<file path="src/rtl/rng_share_ctrl_pkg.sv">
// Shared definitions for the random generator controller: FSM state codes,
// LFSR geometry and the Galois step function.
package rng_pkg;

    localparam int unsigned LFSR_W = 8;
    localparam logic [LFSR_W-1:0] LFSR_TAPS = 8'hB8;

    typedef logic [0:0] state_t;
    localparam state_t WARM  = 1'b0;
    localparam state_t READY = 1'b1;

    // Right-shifting Galois form; a non-zero state never maps to zero.
    function automatic logic [LFSR_W-1:0] lfsr_next(input logic [LFSR_W-1:0] l);
        return (l >> 1) ^ (l[0] ? LFSR_TAPS : '0);
    endfunction

endpackage

</file>
<file path="src/rtl/rng_share_ctrl_rr_arbiter.sv">
// Combinational round-robin arbiter: picks the first set request at or after
// ptr, wrapping modulo NUM_REQ.
module rr_arbiter #(
    parameter int unsigned NUM_REQ = 4,
    localparam int unsigned IW = $clog2(NUM_REQ)
) (
    input  logic [NUM_REQ-1:0] req,
    input  logic [IW-1:0]      ptr,
    output logic [NUM_REQ-1:0] onehot,
    output logic [IW-1:0]      idx
);

    logic          found;
    logic [IW-1:0] cand;
    int unsigned   j;

    always_comb begin
        found = 1'b0;
        idx   = '0;
        cand  = '0;
        j     = 0;
        for (int i = 0; i < NUM_REQ; i++) begin
            j    = (32'(ptr) + 32'(i)) % NUM_REQ;
            cand = IW'(j);
            if (!found && req[cand]) begin
                found = 1'b1;
                idx   = cand;
            end
        end
        onehot = found ? (NUM_REQ'(1) << idx) : '0;
    end

endmodule

</file>
<file path="src/rtl/rng_share_ctrl.sv">
// Shares one 8-bit Galois LFSR among NUM_REQ requesters, one fresh byte per
// grant, with reset/runtime seeding and a discarded warm-up run.
module rng_share_ctrl
    import rng_pkg::*;
#(
    parameter int unsigned NUM_REQ = 4,
    parameter logic [7:0]  SEED    = 8'hA5,
    parameter int unsigned WARMUP  = 4
) (
    input  logic               clk,
    input  logic               clr_n,
    input  logic               en,
    input  logic               seed_load,
    input  logic [7:0]         seed,
    input  logic [NUM_REQ-1:0] req,
    output logic [NUM_REQ-1:0] gnt,
    output logic               rand_valid,
    output logic [7:0]         rand_out,
    output logic               ready
);

    localparam int unsigned IW = $clog2(NUM_REQ);

    logic [7:0]         lfsr_q, lfsr_d;
    logic [3:0]         cnt_q, cnt_d;
    state_t             state_q, state_d;
    logic [IW-1:0]      ptr_q, ptr_d;
    logic [NUM_REQ-1:0] gnt_q, gnt_d;
    logic               valid_q, valid_d;
    logic [7:0]         rand_q, rand_d;

    logic [NUM_REQ-1:0] win_onehot;
    logic [IW-1:0]      win_idx;

    rr_arbiter #(
        .NUM_REQ (NUM_REQ)
    ) u_arb (
        .req    (req),
        .ptr    (ptr_q),
        .onehot (win_onehot),
        .idx    (win_idx)
    );

    always_comb begin
        lfsr_d  = lfsr_q;
        cnt_d   = cnt_q;
        state_d = state_q;
        ptr_d   = ptr_q;
        gnt_d   = '0;
        valid_d = 1'b0;
        rand_d  = rand_q;
        if (seed_load) begin
            // A zero seed would lock the LFSR at zero.
            lfsr_d  = (seed == 8'h00) ? SEED : seed;
            cnt_d   = 4'(WARMUP);
            state_d = WARM;
        end else if (en) begin
            if (state_q == WARM) begin
                if (cnt_q != 4'd0) begin
                    lfsr_d = lfsr_next(lfsr_q);
                    cnt_d  = cnt_q - 4'd1;
                    if (cnt_q == 4'd1) begin
                        state_d = READY;
                    end
                end else begin
                    state_d = READY;
                end
            end else if (|win_onehot) begin
                gnt_d   = win_onehot;
                valid_d = 1'b1;
                rand_d  = lfsr_q;
                lfsr_d  = lfsr_next(lfsr_q);
                ptr_d   = (win_idx == IW'(NUM_REQ - 1)) ? '0 : win_idx + IW'(1);
            end
        end
    end

    always_ff @(posedge clk or negedge clr_n) begin
        if (!clr_n) begin
            lfsr_q  <= SEED;
            cnt_q   <= 4'(WARMUP);
            state_q <= WARM;
            ptr_q   <= '0;
            gnt_q   <= '0;
            valid_q <= 1'b0;
            rand_q  <= 8'h00;
        end else begin
            lfsr_q  <= lfsr_d;
            cnt_q   <= cnt_d;
            state_q <= state_d;
            ptr_q   <= ptr_d;
            gnt_q   <= gnt_d;
            valid_q <= valid_d;
            rand_q  <= rand_d;
        end
    end

    assign gnt        = gnt_q;
    assign rand_valid = valid_q;
    assign rand_out   = rand_q;
    assign ready      = (state_q == READY);

endmodule

</file>
<file path="config.mk">
export PLATFORM = sky130hd
export DESIGN_NAME = rng_share_ctrl
export DESIGN_NICKNAME = d
export VERILOG_FILES = /design/src/rtl/rng_share_ctrl_pkg.sv /design/src/rtl/rng_share_ctrl_rr_arbiter.sv /design/src/rtl/rng_share_ctrl.sv
export SDC_FILE = /design/constraint.sdc
export NUM_CORES = 1
export LEC_CHECK = 0
export BUFFER_PORTS_ARGS = -buffer_cell sky130_fd_sc_hd__buf_2
export CORE_MARGIN = 2
export CORE_UTILIZATION = 34
export DETAILED_ROUTE_END_ITERATION = 12
export GPL_TIMING_DRIVEN = 0
export HOLD_SLACK_MARGIN = 0.08
export PLACE_DENSITY = 0.53
export SKIP_CTS_REPAIR_TIMING = 1
export SLEW_MARGIN = 20
export SYNTH_ARGS = -nofsm -noshare
export SYNTH_HDL_FRONTEND = slang
export SYNTH_SLANG_ARGS = --single-unit
</file>
<file path="constraint.sdc">
create_clock -name clk -period 1.9 [get_ports clk]
set_input_delay 0 -clock clk [delete_from_list [all_inputs] [get_ports clk]]
set_output_delay 0 -clock clk [all_outputs]
set_load 0.01 [all_outputs]
</file>
==> impl_metrics.py, run 1 <==
metrics = {
    "timing": {
        "max-slew-margin-rel_pct": 58.30,
        "setup_slack_ns": 0.07044,
        "final_max_slew_viol_count": 0,
        "hold_ws_ns": 0.04484,
        "tightestPinTransition_ns": 0.6255,
        "timing.final.crit_share_pct": 96.29,
        "tns_ns": 0,
        "hold_viol": 0,
        "setup_violations": 0,
        "fin_worst_skew_ns": 0.002633,
        "fmax_ghz": 0.5466,
        "fin_crit_ns": 1.830,
    },
    "die": {
        "die_y_um": 68.52,
        "ios": 30,
        "start_util_pct": 35.38,
        "num_rows": 23,
        "fp.dieArea_mm2": 0.004694,
        "fp.coreArea_mm2": 0.004000,
        "die_x_um": 68.52,
    },
    "worst_setup_path": {
        "cpMaxStageDelayCell": "dfrtp_1",
        "critical-path-top-delay-family": "simple AND/OR/NAND/NOR gates",
        "crit_type": "flip-flop to flip-flop",
        "critical_path.cell_chain": "inv_2, ha_2, or3b_4, a221oi_4, buf_4, nand2_1, o21ai_0",
        "endpoint_kind": "flip-flop",
        "cp.required_ns": 2.10,
        "worstPathArrival_ns": 2.03,
        "crit_buf_inv": 2,
        "startpoint_type": "flip-flop",
        "slowest_delay_ns": 0.42,
        "crit_fanout": 5,
    },
    "routing": {
        "wl_per_cell_um": 12.91,
        "drtIter0Drc": 32,
        "ant_nets": 0,
        "via_count": 1089,
        "via_per_inst": 4.928,
        "drt-total-wl_um": 2854,
        "first_pass_iters": 4,
        "drc": 0,
    },
    "yosys": {
        "synthCells": 126,
        "synth-adder-area-share_pct": 5.305,
        "ys_types": 35,
        "synth_seq_area_share_pct": 49.96,
        "yosysMostFrequentCell": "dfrtp_1",
        "muxShareOfSynthArea_pct": 10.34,
        "synth-seq-cells": 28,
        "synth-compound-area-share_pct": 13.35,
        "synth.area.top_cells": "dfrtp_1, dfstp_2, ha_1",
        "netlist_area_mm2": 0.001415,
        "ys_async_sr_fraction_pct": 100.0,
        "synth_xor_area_share_pct": 1.857,
        "ys_warn_count": 0,
        "synth_edf_count": 0,
        "synthSimpleGateAreaFrac_pct": 13.53,
        "synth_area_leader_cell": "dfrtp_1",
        "synth_fp_nets": 148,
        "ys_top_cells_by_count": "dfrtp_1, nand2_1, o21ai_0",
        "postSynthAreaPerCell_um2": 11.23,
        "ys.flop_type": "dfrtp_1",
        "synth_top_family_by_area": "simple AND/OR/NAND/NOR gates",
        "synth_top_area_share_pct": 40.67,
    },
    "placement": {
        "place.gp.congestion": 0.7776,
        "post_dp_cell_area_mm2": 0.001618,
        "io_buffers": 28,
        "dp_cells": 204,
        "dp_worst_setup_slack_ns": -0.1833,
        "hpwl_um": 2021,
    },
    "grt": {
        "grt-ovfl-total": 0,
        "grt_util_all_layers_pct": 13.36,
        "grt_pass1_wl_um": 4595,
        "grt_antenna_before_repair": 0,
        "grt_pass1_vias": 996,
        "grt_max_degree": 29,
    },
    "final_layout": {
        "final_cells": 221,
        "num-fill-cells": 388,
        "nets": 194,
        "stdcell_area_mm2": 0.001818,
        "regArea_um2": 706.9,
        "antenna_cells": 0,
        "drive_gt1_share_pct": 39.18,
        "synthToLayoutAreaGrowth_pct": 28.47,
        "multi_input_area_um2": 638.1,
        "finish.utilization_pct": 45.45,
    },
    "run": {
        "cap_violations": 0,
    },
    "clock_tree": {
        "clkTransAtPathRegs_ns": 0.09,
        "root_buffer": "clkbuf_8",
        "clkLatencyLatePin_ns": 0.27,
        "cts_tree": "yes",
        "clk_path_buf_depth": 2,
        "cts_buffers": 3,
        "htreeDepth": 1,
        "cts.sinks": 28,
    },
    "power": {
        "p_leak_nw": 0.8709,
        "power_mw": 1.994,
        "irDropWorstVdd_v": 0.0004452,
        "powerDensity_mw_per_mm2": 1097,
    },
    "min_path": {
        "hp-class": "input port to flip-flop",
    },
    "run_status": {
        "outcome": "finished clean",
    },
}
==> sequential cells by signal (all words and copies together), names as in the netlist <==
register,cells
cnt_q,4
gnt,4
lfsr_q,8
ptr_q,2
rand_out,8
rand_valid,1
ready,1
==> layer usage <==
layer,wire (um),share of wire (%),GRT usage (%),vias to the layer above
met5,0,0,0,-
met2,1334,47,21.88,36
met1,1333,47,17.78,519
li1,-,-,-,530
met3,152,5.3,2.435,4
met4,34,1.2,4.500,0
==> worst min-delay path, stage by stage <==
cell     delay [ns]
buf_2          0.10
o22ai_1        0.10
o21ai_0        0.11
==> report_power, final <==
part | internal [mW] | leakage [nW] | switching [mW]
combinational | 0.339 | 0.481 | 0.296
clock | 0.282 | 0.0357 | 0.183
sequential | 0.775 | 0.354 | 0.119
total | 1.40 | 0.871 | 0.598
==> logic make-up (layout without fill, tap and decap cells) <==
| kind of cell | count (synthesis) | count (layout) |
|---|---|---|
| buffers and inverters | 12 | 57 |
| xor gates and xnor gates | 3 | 3 |
| and+or+nand+nor | 36 | 36 |
| DFF | 28 | 28 |
| adders and majority gates | 6 | 6 |
| muxes | 12 | 12 |
| AOI/OAI and AO/OA | 29 | 29 |
==> final cells by class <==
| class | count | area share, % |
|---|---|---|
| plain buffers | 6 | 3.372 |
| clock buffers | 3 | 2.271 |
| inverters | 6 | 1.239 |
| flip-flops and latches | 28 | 38.89 |
| multi-input cells | 86 | 35.10 |
| well taps | 50 | 3.441 |
| clock inverters | 1 | 1.652 |
| repair buffers | 41 | 14.04 |
==> worst paths after layout <==
kind,slack [ns],start,endpoint,depth (start not counted)
worst max-delay path,0.07,cnt_q[0]$_DFFE_PN0P_,lfsr_q[0]$_DFFE_PN1P_,7
worst min-delay path,0.04,seed[2],lfsr_q[2]$_DFFE_PN1P_,3
worst max register to register,0.07,cnt_q[0]$_DFFE_PN0P_,lfsr_q[0]$_DFFE_PN1P_,7
worst min register to register,0.51,lfsr_q[5]$_DFFE_PN1P_,lfsr_q[5]$_DFFE_PN1P_,2
max in group asynchronous,1.22,clr_n,ready$_DFFE_PN0P_,2
min in group asynchronous,0.27,clr_n,lfsr_q[3]$_DFFE_PN0P_,2
==> layout by cell type, fill, tap and decap left out, types with 2 or more instances in the layout <==
cell type	instances
buf_2	28
dfrtp_1	23
nand2_1	12
o21ai_0	10
a21oi_1	8
nor2_1	7
dlygate4sd3_1	7
buf_4	6
inv_1	5
and2_2	5
mux2_2	5
ha_1	5
dfstp_2	5
o22ai_1	4
mux2_4	4
mux2i_1	3
buf_6	3
clkbuf_8	3
clkbuf_1	2
xnor2_1	2
or4_1	2
or3_1	2
(Power assumes the default switching activity.)
==> run 2: changes to the inputs <==
==> constraint.sdc (replaced) <==
create_clock -name clk -period 1.9 [get_ports clk]
set_input_delay 0.57 -clock clk [delete_from_list [all_inputs] [get_ports clk]]
set_output_delay 0.57 -clock clk [all_outputs]
set_load 0.01 [all_outputs]
==> impl_metrics.py, run 2 (synthesis gave the netlist of run 1 again) <==
metrics = {
    "worst_setup_path": {
        "cp.depth": 6,
        "crit_type": "input port to flip-flop",
        "startpoint_type": "input port",
        "worstPathArrival_ns": 1.99,
        "crit_fanout": 10,
        "crit_buf_inv": 3,
        "rr_worst_depth": 6,
        "critical-path-top-delay-family": "simple AND/OR/NAND/NOR gates",
        "cp.required_ns": 2.06,
        "endpoint_kind": "flip-flop",
        "slowest_delay_ns": 0.56,
        "cpMaxStageDelayCell": "or4_4",
        "critical_path.cell_chain": "buf_2, or4_4, and3_4, buf_6, buf_12, mux2_4",
    },
    "grt": {
        "grt_util_all_layers_pct": 13.23,
        "grt_pass1_vias": 1027,
        "globalRouteMet3Util_pct": 2.597,
        "grt-ovfl-total": 0,
        "grt_max_degree": 29,
        "met1_usage_pct": 17.68,
        "grt_antenna_before_repair": 0,
        "grt_pass1_wl_um": 4643,
        "grtUsageMet2_pct": 21.75,
        "busiest_layer": "met2",
    },
    "placement": {
        "post_dp_cell_area_mm2": 0.001623,
        "place.gp.congestion": 0.7800,
        "dp_worst_setup_slack_ns": -0.2545,
        "hpwl_um": 2018,
        "io_buffers": 28,
        "dp_cells": 204,
    },
    "die": {
        "fp.dieArea_mm2": 0.004694,
        "ios": 30,
        "die_y_um": 68.52,
        "fp.coreArea_mm2": 0.004000,
        "start_util_pct": 35.38,
        "num_rows": 23,
        "die_x_um": 68.52,
    },
    "routing": {
        "wl_per_cell_um": 13.37,
        "drtIter0Drc": 15,
        "drc": 0,
        "via_per_inst": 4.938,
        "ant_nets": 0,
        "drt-total-wl_um": 2821,
        "via_count": 1042,
        "first_pass_iters": 4,
    },
    "timing": {
        "hold_ws_ns": 0.3141,
        "rsz0062_at_grt": "no",
        "hold_viol": 0,
        "setup_slack_ns": 0.06788,
        "fin_crit_ns": 1.832,
        "fmax_ghz": 0.5458,
        "fin_worst_skew_ns": 0.002233,
        "setup_violations": 0,
        "tightestPinTransition_ns": 0.6366,
        "timing.final.crit_share_pct": 96.43,
        "max-slew-margin-rel_pct": 57.56,
        "final_max_slew_viol_count": 0,
    },
    "final_layout": {
        "stdcell_area_mm2": 0.001744,
        "final_cells": 211,
        "final_common_cell": "buf_2",
        "antenna_cells": 0,
        "drive_gt1_share_pct": 39.75,
        "nets": 184,
        "num-fill-cells": 399,
        "synthToLayoutAreaGrowth_pct": 23.25,
        "final_cell_mix": "buf_2, dfrtp_1, nand2_1, o21ai_0, a21oi_1",
        "finish.utilization_pct": 43.60,
    },
    "clock_tree": {
        "htreeDepth": 1,
        "cts_tree": "yes",
        "root_buffer": "clkbuf_8",
        "cts_buffers": 3,
        "clkLatencyLatePin_ns": 0.27,
        "cts.sinks": 28,
        "clk_path_buf_depth": 2,
        "clkTransAtPathRegs_ns": 0.09,
    },
    "run_status": {
        "outcome": "finished clean",
    },
    "power": {
        "powerDensity_mw_per_mm2": 1128,
        "p_leak_nw": 0.8279,
        "irDropWorstVdd_v": 0.0003721,
    },
    "min_path": {
        "hp-class": "input port to asynchronous set/reset pin",
    },
    "run": {
        "cap_violations": 0,
    },
}
[run 2: cell types whose count changed in the layout (fill, tap and decap cells not counted)]
cell           change
inv_1              +1
ha_4               +1
o21ai_0            -1
ha_2               -1
buf_4              -4
inv_2              -1
buf_6              +1
dlygate4sd3_1      -7
and3_4             +1
o21ai_1            +1
and3_1             -1
[run 2: cell type report]
type                    count  area [um^2]  share of cell area, %
repair buffers             31        166.4                  9.541
plain buffers               6        61.31                  3.515
clock buffers               3        41.29                  2.367
clock inverters             1        30.03                  1.722
flip-flops and latches     28        706.9                  40.53
well taps                  50        62.56                  3.587
multi-input cells          86        653.1                  37.45
inverters                   6        22.52                  1.291
[run 2: metal layers]
layer	part of all wire (%)	routed length [um]
met1	49	1386
met2	44	1252
met3	6.0	168
met4	0.46	13
met5	0	0
[run 2: power breakdown]
part	internal, mW	total, mW	switching, mW
sequential	0.775	0.892	0.117
combinational	0.320	0.618	0.299
clock	0.282	0.458	0.176
total	1.38	1.97	0.592
[run 2: worst paths after layout]
check | from | end | slack (ns)
worst min-delay path | clr_n | gnt[3]$_DFF_PN0_ | 0.31
max in group asynchronous | clr_n | lfsr_q[4]$_DFFE_PN0P_ | 1.18
worst max-delay path | req[0] | rand_out[5]$_DFFE_PN0P_ | 0.07
min in group clk | lfsr_q[5]$_DFFE_PN1P_ | lfsr_q[5]$_DFFE_PN1P_ | 0.51
worst min register to register | lfsr_q[5]$_DFFE_PN1P_ | lfsr_q[5]$_DFFE_PN1P_ | 0.51
worst max register to register | cnt_q[0]$_DFFE_PN0P_ | lfsr_q[1]$_DFFE_PN0P_ | 0.10
[run 2: stage by stage]
stage,power [mW],TNS [ns]
after floorplan,1.282,-0.1034
after global placement,1.461,-3.224
after detailed placement,1.481,-3.497
after CTS,1.952,-1.322
after global routing,2.117,0
final,1.968,0
==> run 3: changes to the inputs <==
--- a/config.mk
+++ b/config.mk
@@ -16,4 +16,5 @@
 export SLEW_MARGIN = 20
 export SYNTH_ARGS = -nofsm -noshare
 export SYNTH_HDL_FRONTEND = slang
+export SYNTH_HIERARCHICAL = 1
 export SYNTH_SLANG_ARGS = --single-unit
==> impl_metrics.py, run 3 <==
metrics = {
    "run_status": {
        "violations": "setup timing",
        "outcome": "finished with violations",
    },
    "timing": {
        "tightestPinTransition_ns": 0.6109,
        "fin_worst_skew_ns": 0.009401,
        "fmax_ghz": 0.4305,
        "max-slew-margin-rel_pct": 59.27,
        "timing.final.crit_share_pct": 122.3,
        "fin_crit_ns": 2.323,
        "tns_ns": -6.946,
        "hold_ws_ns": 0.3000,
        "rsz0062_at_grt": "yes",
        "setup_violations": 20,
        "hold_viol": 0,
        "setup_slack_ns": -0.4231,
        "final_max_slew_viol_count": 0,
    },
    "clock_tree": {
        "cts_buffers": 3,
        "cts.sinks": 28,
        "clkTransAtPathRegs_ns": 0.10,
        "cts_tree": "yes",
        "htreeDepth": 1,
        "clkLatencyLatePin_ns": 0.27,
        "clk_path_buf_depth": 2,
        "root_buffer": "clkbuf_8",
    },
    "yosys": {
        "ys_top_cells_by_count": "dfrtp_1, o21ai_0, mux2_2",
        "netlist_area_mm2": 0.001470,
        "yosysMostFrequentCell": "dfrtp_1",
        "synthCells": 139,
        "postSynthAreaPerCell_um2": 10.58,
        "ys_warn_count": 6,
        "synth_fp_nets": 158,
        "ys.flop_type": "dfrtp_1",
        "synth-seq-cells": 28,
        "synth_edf_count": 0,
        "synth_seq_area_share_pct": 48.09,
        "synth_top_area_share_pct": 39.15,
        "ys_async_sr_fraction_pct": 100.0,
        "ys_types": 39,
        "synth.area.top_cells": "dfrtp_1, dfstp_2, mux2_2",
        "synth_area_leader_cell": "dfrtp_1",
    },
    "routing": {
        "drt-total-wl_um": 3188,
        "via_count": 1164,
        "ant_nets": 0,
        "drc": 0,
        "first_pass_iters": 4,
        "via_per_inst": 5.150,
        "drtIter0Drc": 33,
        "wl_per_cell_um": 14.11,
    },
    "grt": {
        "grt_max_degree": 29,
        "grt_pass1_wl_um": 5140,
        "grt_util_all_layers_pct": 12.76,
        "grt_pass1_vias": 1135,
        "grt-ovfl-total": 0,
        "grt_antenna_before_repair": 0,
    },
    "die": {
        "die_x_um": 69.76,
        "start_util_pct": 35.98,
        "fp.dieArea_mm2": 0.004866,
        "fp.coreArea_mm2": 0.004086,
        "ios": 30,
        "die_y_um": 69.76,
        "num_rows": 23,
    },
    "final_layout": {
        "antenna_cells": 0,
        "final_common_cell": "buf_2",
        "drive_gt1_share_pct": 48.30,
        "synthToLayoutAreaGrowth_pct": 30.98,
        "finish.utilization_pct": 47.12,
        "nets": 196,
        "final_cell_mix": "buf_2, dfrtp_1, mux2_2, nor2_1, a21oi_1",
    },
    "power": {
        "p_leak_nw": 0.9096,
        "powerDensity_mw_per_mm2": 1107,
        "irDropWorstVdd_v": 0.0006217,
    },
    "placement": {
        "place.gp.congestion": 0.7860,
        "io_buffers": 25,
        "hpwl_um": 2184,
    },
    "worst_setup_path": {
        "crit_fanout": 6,
        "cp.required_ns": 2.10,
        "startpoint_type": "flip-flop",
        "endpoint_kind": "flip-flop",
        "worstPathArrival_ns": 2.52,
        "crit_type": "flip-flop to flip-flop",
    },
    "min_path": {
        "hp-class": "input port to asynchronous set/reset pin",
    },
    "run": {
        "cap_violations": 0,
    },
}
-- run 3: worst paths after layout --
check | startpoint | to | slack [ns] | cells past startpoint
worst max-delay path | ptr_q[1]$_DFFE_PN0P_ | lfsr_q[4]$_DFFE_PN0P_ | -0.42 | 10
worst min-delay path | clr_n | rand_out[4]$_DFFE_PN0P_ | 0.30 | 1
worst max register to register | ptr_q[1]$_DFFE_PN0P_ | lfsr_q[4]$_DFFE_PN0P_ | -0.42 | 10
worst min register to register | lfsr_q[7]$_DFFE_PN1P_ | lfsr_q[7]$_DFFE_PN1P_ | 0.48 | 2
max in group asynchronous | clr_n | rand_out[5]$_DFFE_PN0P_ | 1.20 | 1
min in group clk | lfsr_q[7]$_DFFE_PN1P_ | lfsr_q[7]$_DFFE_PN1P_ | 0.48 | 2
-- run 3: cell type report --
cell class / instances / area [um^2]
plain buffers: 9 / 107.6
clock inverters: 1 / 30.03
well taps: 50 / 62.56
multi-input cells: 97 / 740.7
inverters: 5 / 18.77
repair buffers: 33 / 217.7
fillers: 390 / 2161
clock buffers: 3 / 41.29
flip-flops and latches: 28 / 706.9
-- run 3: cells by family after synthesis --
family | synth area share, %
and+or+nand+nor | 14.21
AOI/OAI and AO/OA | 17.45
DFF | 48.09
buffers and inverters | 5.447
muxes | 10.47
xor gates and xnor gates | 1.788
adders and majority gates | 2.553
-- run 3: routing by layer --
metal  part of all wire, %  up-vias  GRT usage (%)
met5                     0        -              0
met4                  0.35        0          2.350
met3                   4.3        2          3.488
met2                    49       23          21.15
met1                    46      568          16.94
li1                      -      571              -
-- run 3: metrics by stage --
stage	area, um^2	std cells	power, mW	setup WS, ns
after floorplan	1520	139	1.354	-0.3643
after global placement	1708	214	1.532	-0.5755
after detailed placement	1708	214	1.559	-0.6038
after CTS	1779	218	2.032	-0.4914
after global routing	1926	226	2.277	-0.5048
final	1926	226	2.132	-0.4231
-- run 3: worst max-delay path, stage by stage, from the launching register on --
cell and delay [ns]:
dfrtp_1 0.42, buf_6 0.15, buf_6 0.10, o21ai_2 0.04, a22o_1 0.19, and2_4 0.13, or4_4 0.51, a221oi_4 0.41
buf_6 0.18, nand2_2 0.04, o21ai_1 0.07
-- run 3: where the power goes --
group / switching, mW / leakage, nW / total (mW) / internal [mW]
logic: 0.358 / 0.517 / 0.779 / 0.421
registers: 0.127 / 0.357 / 0.890 / 0.763
clock network: 0.180 / 0.0357 / 0.462 / 0.282
total: 0.666 / 0.910 / 2.13 / 1.47
